<file path="config.mk">
export PLATFORM = sky130hd
export DESIGN_NAME = serial_alu_seq
export DESIGN_NICKNAME = d
export VERILOG_FILES = /design/src/rtl/alu_pkg.sv /design/src/rtl/serial_alu_seq.sv
export SDC_FILE = /design/constraint.sdc
export NUM_CORES = 1
export LEC_CHECK = 0
export CORE_MARGIN = 5
export CORE_UTILIZATION = 47
export CTS_CLUSTER_DIAMETER = 120
export DETAILED_ROUTE_END_ITERATION = 8
export HOLD_SLACK_MARGIN = 0.03
export PLACE_DENSITY = 0.86
export SLEW_MARGIN = 20
export SYNTH_ARGS = -nofsm -noshare
export SYNTH_HDL_FRONTEND = slang
export SYNTH_SLANG_ARGS = --single-unit
</file>
<file path="constraint.sdc">
create_clock -name CLK -period 1.8 [get_ports CLK]
set_input_delay 0.36 -clock CLK [delete_from_list [all_inputs] [get_ports CLK]]
set_output_delay 0.36 -clock CLK [all_outputs]
set_load 0.02 [all_outputs]
</file>
<file path="src/rtl/alu_pkg.sv">
// Shared opcode constants and FSM state encoding for the bit-serial ALU sequencer.
package alu_pkg;

    localparam logic [2:0] OP_PLUS = 3'd0;
    localparam logic [2:0] OP_AND  = 3'd1;
    localparam logic [2:0] OP_OR   = 3'd2;
    localparam logic [2:0] OP_XOR  = 3'd3;
    localparam logic [2:0] OP_XNOR = 3'd4;

    typedef enum logic [1:0] {
        IDLE = 2'd0,
        RUN  = 2'd1,
        FIN  = 2'd2
    } alu_state_e;

    // Opcodes 5..7 have no slice function and terminate with ERR.
    function automatic logic op_is_legal(input logic [2:0] op);
        return (op <= OP_XNOR);
    endfunction

endpackage

</file>
<file path="src/rtl/serial_alu_seq.sv">
// Bit-serial ALU sequencer: feeds an external 1-bit slice LSB first and
// assembles the WIDTH-bit result in a shift register.
//
//   state | meaning
//   IDLE  | waiting for START; slice inputs held at 0
//   RUN   | one operand bit per cycle through the external slice
//   FIN   | one-cycle DONE pulse, RESULT/COUT/ERR valid
module serial_alu_seq
    import alu_pkg::*;
#(
    parameter int WIDTH = 8
) (
    input  logic             CLK,
    input  logic             RST_N,
    input  logic             START,
    input  logic [2:0]       OP,
    input  logic [WIDTH-1:0] OPA,
    input  logic [WIDTH-1:0] OPB,
    output logic             BUSY,
    output logic             DONE,
    output logic [WIDTH-1:0] RESULT,
    output logic             COUT,
    output logic             ERR,
    output logic [2:0]       S_M,
    output logic             S_A,
    output logic             S_B,
    output logic             S_CI,
    input  logic             S_X,
    input  logic             S_CO
);

    // Counter is sized to hold WIDTH so it can never wrap inside an operation.
    localparam int              CW     = $clog2(WIDTH + 1);
    localparam logic [CW-1:0]   C_LAST = CW'(WIDTH - 1);

    alu_state_e       r_state;
    alu_state_e       w_state_nxt;
    logic [2:0]       r_op;
    logic [WIDTH-1:0] r_a;
    logic [WIDTH-1:0] r_b;
    logic [WIDTH-1:0] r_res;
    logic [CW-1:0]    r_cnt;
    logic             r_carry;
    logic             r_cout;
    logic             r_err;
    logic             w_is_plus;
    logic             w_last;

    assign w_is_plus = (r_op == OP_PLUS);
    assign w_last    = (r_cnt == C_LAST);

    // State register.
    always_ff @(posedge CLK or negedge RST_N) begin
        if (!RST_N) begin
            r_state <= IDLE;
        end else begin
            r_state <= w_state_nxt;
        end
    end

    // Next-state decode; START is only looked at in IDLE.
    always_comb begin
        w_state_nxt = r_state;
        case (r_state)
            IDLE: begin
                if (START) begin
                    w_state_nxt = op_is_legal(OP) ? RUN : FIN;
                end
            end
            RUN: begin
                if (w_last) begin
                    w_state_nxt = FIN;
                end
            end
            FIN:     w_state_nxt = IDLE;
            default: w_state_nxt = IDLE;
        endcase
    end

    // Datapath: latch on accepted START, shift one bit per RUN cycle.
    always_ff @(posedge CLK or negedge RST_N) begin
        if (!RST_N) begin
            r_op    <= '0;
            r_a     <= '0;
            r_b     <= '0;
            r_res   <= '0;
            r_cnt   <= '0;
            r_carry <= 1'b0;
            r_cout  <= 1'b0;
            r_err   <= 1'b0;
        end else begin
            case (r_state)
                IDLE: begin
                    if (START) begin
                        r_op    <= OP;
                        r_res   <= '0;
                        r_cnt   <= '0;
                        r_carry <= 1'b0;
                        r_cout  <= 1'b0;
                        if (op_is_legal(OP)) begin
                            r_a   <= OPA;
                            r_b   <= OPB;
                            r_err <= 1'b0;
                        end else begin
                            r_a   <= '0;
                            r_b   <= '0;
                            r_err <= 1'b1;
                        end
                    end
                end
                RUN: begin
                    r_res <= {S_X, r_res[WIDTH-1:1]};
                    r_a   <= r_a >> 1;
                    r_b   <= r_b >> 1;
                    r_cnt <= r_cnt + CW'(1);
                    if (w_is_plus) begin
                        r_carry <= S_CO;
                    end
                    if (w_last) begin
                        r_cout <= w_is_plus ? S_CO : 1'b0;
                    end
                end
                default: begin
                end
            endcase
        end
    end

    // Slice drive is forced to 0 outside RUN; carry-in only matters for plus.
    always_comb begin
        S_M  = 3'd0;
        S_A  = 1'b0;
        S_B  = 1'b0;
        S_CI = 1'b0;
        if (r_state == RUN) begin
            S_M  = r_op;
            S_A  = r_a[0];
            S_B  = r_b[0];
            S_CI = w_is_plus ? r_carry : 1'b0;
        end
    end

    assign BUSY   = (r_state == RUN);
    assign DONE   = (r_state == FIN);
    assign RESULT = r_res;
    assign COUT   = r_cout;
    assign ERR    = r_err;

endmodule

</file>
==> results of run 1 <==
-- area by class of cell --
type                       count  area [um2]
tap                           46        57.6
clock inverter                 2        35.0
multi-input combinational     98         614
sequential                    36         901
clock buffer                   6        41.3
fill                         264        1150
inverter                       1        6.26
timing repair buffer          53         483
-- Yosys cell counts (2+ instances only) --
master   number  area, um2
nand2_1      30        113
nand3_1      14       70.1
mux2i_1       2       20.0
and3_1        2       12.5
a22o_1       11       96.3
o21ai_0       4       20.0
dfrtp_1      36        901
buf_2         4       20.0
buf_6         3       33.8
and2_1        6       37.5
nor2_1        2       7.51
a22oi_1      14        105
-- timing repair --
| action | in CTS | in global routing |
|---|---|---|
| setup endpoints to repair | 8 | 15 |
| cloned | 0 | 0 |
| endpoints found under the hold margin | 0 | 0 |
| resized for setup | 26 | 4 |
| setup buffers | 2 | 1 |
-- cell families (layout without fill, tap and decap cells) --
group           count (synthesis)  in the layout  synth area share (%)
simple gates                   62             62                  19.7
flops                          36             36                  57.7
compound gates                 33             33                  16.3
buf+inv                         9             62                  4.17
mux                             2              2                  1.28
fa+ha+maj                       1              1                 0.802
-- power groups by stage --
stage          logic (mW)  clock network [mW]  registers (mW)
2_1_floorplan       0.826                   0            1.41
3_3_place_gp         1.43                   0            1.31
3_5_place_dp         1.49                   0            1.33
4_1_cts              1.52               0.559            1.32
5_1_grt              1.68               0.603            1.37
6_report             1.54               0.549            1.33
-- worst max-delay path by stage --
stage | from | slack, ns | to
2_1_floorplan | r_state[1]$_DFFE_PN0P_ | 0.29 | S_CI
6_report | r_state[1]$_DFFE_PN0P_ | 0.08 | S_M[1]
5_1_grt | r_state[0]$_DFFE_PN0P_ | -0.001 | DONE
4_1_cts | r_state[1]$_DFFE_PN0P_ | 0.008 | S_M[1]
3_3_place_gp | START | -0.12 | r_cnt[2]$_DFFE_PN0P_
3_5_place_dp | START | -0.25 | r_cnt[2]$_DFFE_PN0P_
-- sequential cells by signal, summed over array words and instances (netlist names) --
signal	count
COUT	1
RESULT	8
r_carry	1
ERR	1
r_a	8
r_cnt	4
r_op	3
r_state	2
r_b	8
-- stage by stage --
step           cells  total power, mW  hold slack [ns]
2_1_floorplan    143             2.24           0.0644
4_1_cts          241             3.41            0.444
5_1_grt          242             3.66            0.453
3_5_place_dp     231             2.83            0.482
3_3_place_gp     231             2.74            0.454
6_report         242             3.42            0.432
-- layer usage --
| metal | vias up | track usage [%] |
|---|---|---|
| met5 | - | 0 |
| met1 | 649 | 19.1 |
| li1 | 620 | - |
| met2 | 33 | 28.9 |
| met3 | 10 | 4.33 |
| met4 | 0 | 8.86 |
==> impl_metrics.yaml, run 1 <==
status:
  status: "complete, no violations"
synth:
  async_reset_ff_share_pct: 100
  syn_area_per_cell_um2: 10.9
  synth_edf_count: 0
  synth_flop_cell: "dfrtp_1"
  netlist_instances: 143
  yosysUniqueCellTypes: 27
  synth_area_um2: 1560
  synth-warning-count: 0
  ys_ff_latch: 36
  syn_nets: 168
  ys_seq_area_share_pct: 57.7
finish:
  fin_util_pct: 65.1
  drive_above_1_share_pct: 15.8
  layout_common_cells: "dfrtp_1, clkdlybuf4s50_1, nand2_1, nand3_1, a22oi_1"
  antenna_cells: 0
  design_area_um2: 2140
  finalNetCount: 220
  layout_commonest_cell: "dfrtp_1"
  area_growth_pct: 37.0
route:
  avgRoutedWirePerCell_um: 14.5
  via_count: 1312
  vias_per_cell: 5.42
  drt-met1-wl_um: 1530
  routed_wl_um: 3520
  dr.pass1.iters: 4
  drtIter0Drc: 62
  ant_nets: 0
  dr_wl_met3_um: 175
  dr_wl_met2_um: 1730
  routed.top_layer: "met4"
  drc: 0
timing:
  setup_viol: 0
  totalNegativeSetupSlack_ns: 0
  fin_worst_skew_ns: 0.0119
  fmax_ghz: 0.580
  slew_headroom_pct: 59.5
  min_period_ns: 1.72
  fin_ws_ns: 0.0765
  worst_slew_pin_slew_ns: 0.607
  finalCritPeriodShare_pct: 95.7
  drv_slew: 0
  hold_violations: 0
global_route:
  grt_usage_pct: 16.9
  antenna_found_initial: 0
  grt_pass1_vias: 1288
  grt_pass1_wl_um: 5710
  grt_max_degree: 37
  overflow: 0
worst_setup_path:
  cp.arrival_ns: 1.36
  crit_type: "reg2out"
  crit_family: "flip-flops"
  rr_endpoint: "r_b[2]$_DFFE_PN0P_"
  cp_num_cells: 4
  end_kind: "output port"
  start_kind: "flop"
  slowest_delay_ns: 0.39
  cp.required_ns: 1.44
  worstPathMaxFanout: 8
  r2r-start: "r_state[0]$_DFFE_PN0P_"
  slowest_stage: "dfrtp_1"
  cp_cell_sequence: "nand2b_4 > inv_4 > and2_1 > clkdlybuf4s15_2"
  rrSetupSlack_ns: 0.22
  ff2ff_path_depth: 8
  path_buf_inv: 2
floorplan:
  die_height_um: 67.6
  die_width_um: 67.6
  placeableCoreArea_um2: 3280
  io_pins: 42
  row_count: 21
  dieArea_um2: 4570
  initial_core_util_pct: 47.5
power_and_ir_drop:
  seq_power_share_pct: 38.9
  peakVddDrop_mv: 0.611
  power_leakage_nw: 1.03
  powerDensity_nw_per_um2: 1600
  internal_power_mw: 2.14
  p_switching_mw: 1.28
  swShare_pct: 37.4
  p_comb_share_pct: 45.1
  p_clk_share_pct: 16.0
clock_network:
  ctsLongestPathBuffers: 2
  hold_buffers: 0
  cts_tree: "done"
  clk_pin_slew_ns: 0.11
  clk_latency_ns: 0.33
  cts_buffers: 5
  cts_sinks: 36
  cts_root_buffer: "clkbuf_4"
  h-tree-depth: 2
placement:
  detailed_place_hpwl_um: 2510
  place_ws_ns: -0.254
  port_buffers: 41
  placed_cell_area_um2: 2030
  place.gp.congestion: 0.770
hold_path:
  min_path_type: "in2async"
flow_run:
  maxCapViolations: 0
(Power assumes the default switching activity.)
==> inputs of run 2 (changes only) <==
--- a/config.mk
+++ b/config.mk
@@ -9,8 +9,10 @@
 export CORE_UTILIZATION = 47
 export CTS_CLUSTER_DIAMETER = 120
 export DETAILED_ROUTE_END_ITERATION = 8
+export GPL_ROUTABILITY_DRIVEN = 0
 export HOLD_SLACK_MARGIN = 0.03
 export PLACE_DENSITY = 0.86
+export RECOVER_POWER = 25
 export SLEW_MARGIN = 20
 export SYNTH_ARGS = -nofsm -noshare
 export SYNTH_HDL_FRONTEND = slang
==> run 2 against run 1 <==
Against the previous run:
- final cell count stayed put
- worst hold slack better by 0.054 ns
- worst setup slack stayed put
- first-iteration DRC count stayed put
- register-to-register slack hardly changed
- maximum frequency stayed put
- core utilization is 0.076 points lower
- largest cell class unchanged
- highest routed layer unchanged
==> impl_metrics.yaml, run 2 (synthesis gave the netlist of run 1 again) <==
floorplan:
  io_pins: 42
  initial_core_util_pct: 47.5
  die_height_um: 67.6
  dieArea_um2: 4570
  placeableCoreArea_um2: 3280
  die_width_um: 67.6
  row_count: 21
route:
  drc: 0
  dr.pass1.iters: 4
  drt-met1-wl_um: 1520
  dr_wl_met3_um: 180
  avgRoutedWirePerCell_um: 14.5
  vias_per_cell: 5.43
  via_count: 1313
  drtIter0Drc: 62
  dr_wl_met2_um: 1730
  routed_wl_um: 3520
  ant_nets: 0
  routed.top_layer: "met4"
clock_network:
  clk_latency_ns: 0.33
  h-tree-depth: 2
  cts_sinks: 36
  cts_tree: "done"
  ctsLongestPathBuffers: 2
  clk_pin_slew_ns: 0.11
  hold_buffers: 0
  cts_root_buffer: "clkbuf_4"
  cts_buffers: 5
global_route:
  antenna_found_initial: 0
  grt_usage_pct: 16.9
  overflow: 0
  grt_pass1_vias: 1288
  grt_max_degree: 37
  grt_pass1_wl_um: 5710
worst_setup_path:
  rrSetupSlack_ns: 0.22
  crit_type: "reg2out"
  start_kind: "flop"
  cp.required_ns: 1.44
  rr_endpoint: "r_b[2]$_DFFE_PN0P_"
  r2r-start: "r_state[0]$_DFFE_PN0P_"
  end_kind: "output port"
  ff2ff_path_depth: 8
  cp.arrival_ns: 1.36
  worstPathMaxFanout: 8
finish:
  design_area_um2: 2140
  layout_common_cells: "dfrtp_1, clkdlybuf4s50_1, nand2_1, nand3_1, a22oi_1"
  finalNetCount: 220
  antenna_cells: 0
  layout_commonest_cell: "dfrtp_1"
  area_growth_pct: 36.9
  drive_above_1_share_pct: 15.8
  fillerInstances: 263
power_and_ir_drop:
  p_clk_share_pct: 16.0
  seq_power_share_pct: 38.9
  p_switching_mw: 1.28
  peakVddDrop_mv: 0.611
  power_leakage_nw: 1.03
  p_comb_share_pct: 45.1
  internal_power_mw: 2.14
  swShare_pct: 37.4
  powerDensity_nw_per_um2: 1600
timing:
  setup_viol: 0
  fmax_ghz: 0.580
  finalCritPeriodShare_pct: 95.7
  fin_worst_skew_ns: 0.0119
  totalNegativeSetupSlack_ns: 0
  slew_headroom_pct: 43.6
  hold_violations: 0
  worst_slew_pin_slew_ns: 0.846
  min_period_ns: 1.72
  drv_slew: 0
placement:
  placed_cell_area_um2: 2030
  detailed_place_hpwl_um: 2510
  port_buffers: 41
status:
  status: "complete, no violations"
hold_path:
  worstHoldStart: "r_cnt[3]$_DFFE_PN0P_"
  holdPathStages: 1
  holdPathEnd: "r_cnt[3]$_DFFE_PN0P_"
  min_path_type: "reg2reg"
flow_run:
  maxCapViolations: 0
-- run 2: what timing repair did --
action,CTS,global route
gates cloned,0,0
buffers inserted,2,1
resized for setup,26,4
setup endpoints to repair,8,15
-- run 2: worst max path at each step --
| stage | from | to | slack, ns | cells past startpoint |
|---|---|---|---|---|
| final | r_state[1]$_DFFE_PN0P_ | S_M[1] | 0.08 | 4 |
| after global routing | r_state[0]$_DFFE_PN0P_ | DONE | -0.001 | 3 |
| after CTS | r_state[1]$_DFFE_PN0P_ | S_M[1] | 0.008 | 4 |
| after detailed placement | START | r_cnt[2]$_DFFE_PN0P_ | -0.25 | 4 |
| after global placement | START | r_cnt[2]$_DFFE_PN0P_ | -0.12 | 4 |
| after floorplan | r_state[1]$_DFFE_PN0P_ | S_CI | 0.29 | 4 |
-- run 2: stage by stage --
step / instances / worst slack [ns] / power [mW] / hold slack (ns) / util [%]
floorplan: 143 / 0.291 / 2.24 / 0.0644 / -
global placement: 231 / -0.119 / 2.74 / 0.454 / 61.9
detailed placement: 231 / -0.254 / 2.83 / 0.482 / 61.9
CTS: 241 / 0.00807 / 3.41 / 0.444 / 64.8
global route: 242 / -0.00148 / 3.66 / 0.512 / 65.0
finish: 242 / 0.0765 / 3.42 / 0.486 / 65.0
-- run 2: critical path, cell delays in order, from the launching register on --
cell and delay [ns]:
dfrtp_1 0.39, nand2b_4 0.16, inv_4 0.09, and2_1 0.13, clkdlybuf4s15_2 0.26
-- run 2: cell type report --
| type | instances | area [um2] | share of cell area (%) |
|---|---|---|---|
| Clock buffer | 6 | 41.3 | 1.93 |
| Clock inverter | 2 | 35.0 | 1.64 |
| Inverter | 1 | 6.26 | 0.293 |
| Multi-Input combinational cell | 98 | 614 | 28.8 |
| Sequential cell | 36 | 901 | 42.2 |
| Tap cell | 46 | 57.6 | 2.69 |
| Timing Repair Buffer | 53 | 480 | 22.5 |
-- run 2: metal layers --
metal / vias up / GRT usage (%)
met5: - / 0
met4: 0 / 8.86
met3: 10 / 4.33
met2: 33 / 28.9
met1: 650 / 19.1
li1: 620 / -
-- run 2: power by group through the flow --
stage               combinational, mW  clock (mW)  sequential (mW)
floorplan                       0.826           0             1.41
global placement                 1.43           0             1.31
detailed placement               1.49           0             1.33
CTS                              1.52       0.559             1.32
global route                     1.68       0.603             1.37
finish                           1.54       0.549             1.33
==> inputs of run 3 (changes only) <==
--- a/config.mk
+++ b/config.mk
@@ -12,7 +12,6 @@
 export GPL_ROUTABILITY_DRIVEN = 0
 export HOLD_SLACK_MARGIN = 0.03
 export PLACE_DENSITY = 0.86
-export RECOVER_POWER = 25
 export SLEW_MARGIN = 20
 export SYNTH_ARGS = -nofsm -noshare
 export SYNTH_HDL_FRONTEND = slang
==> results of run 3 <==
Final layout, timing and power as in run 1 (identical DEF).
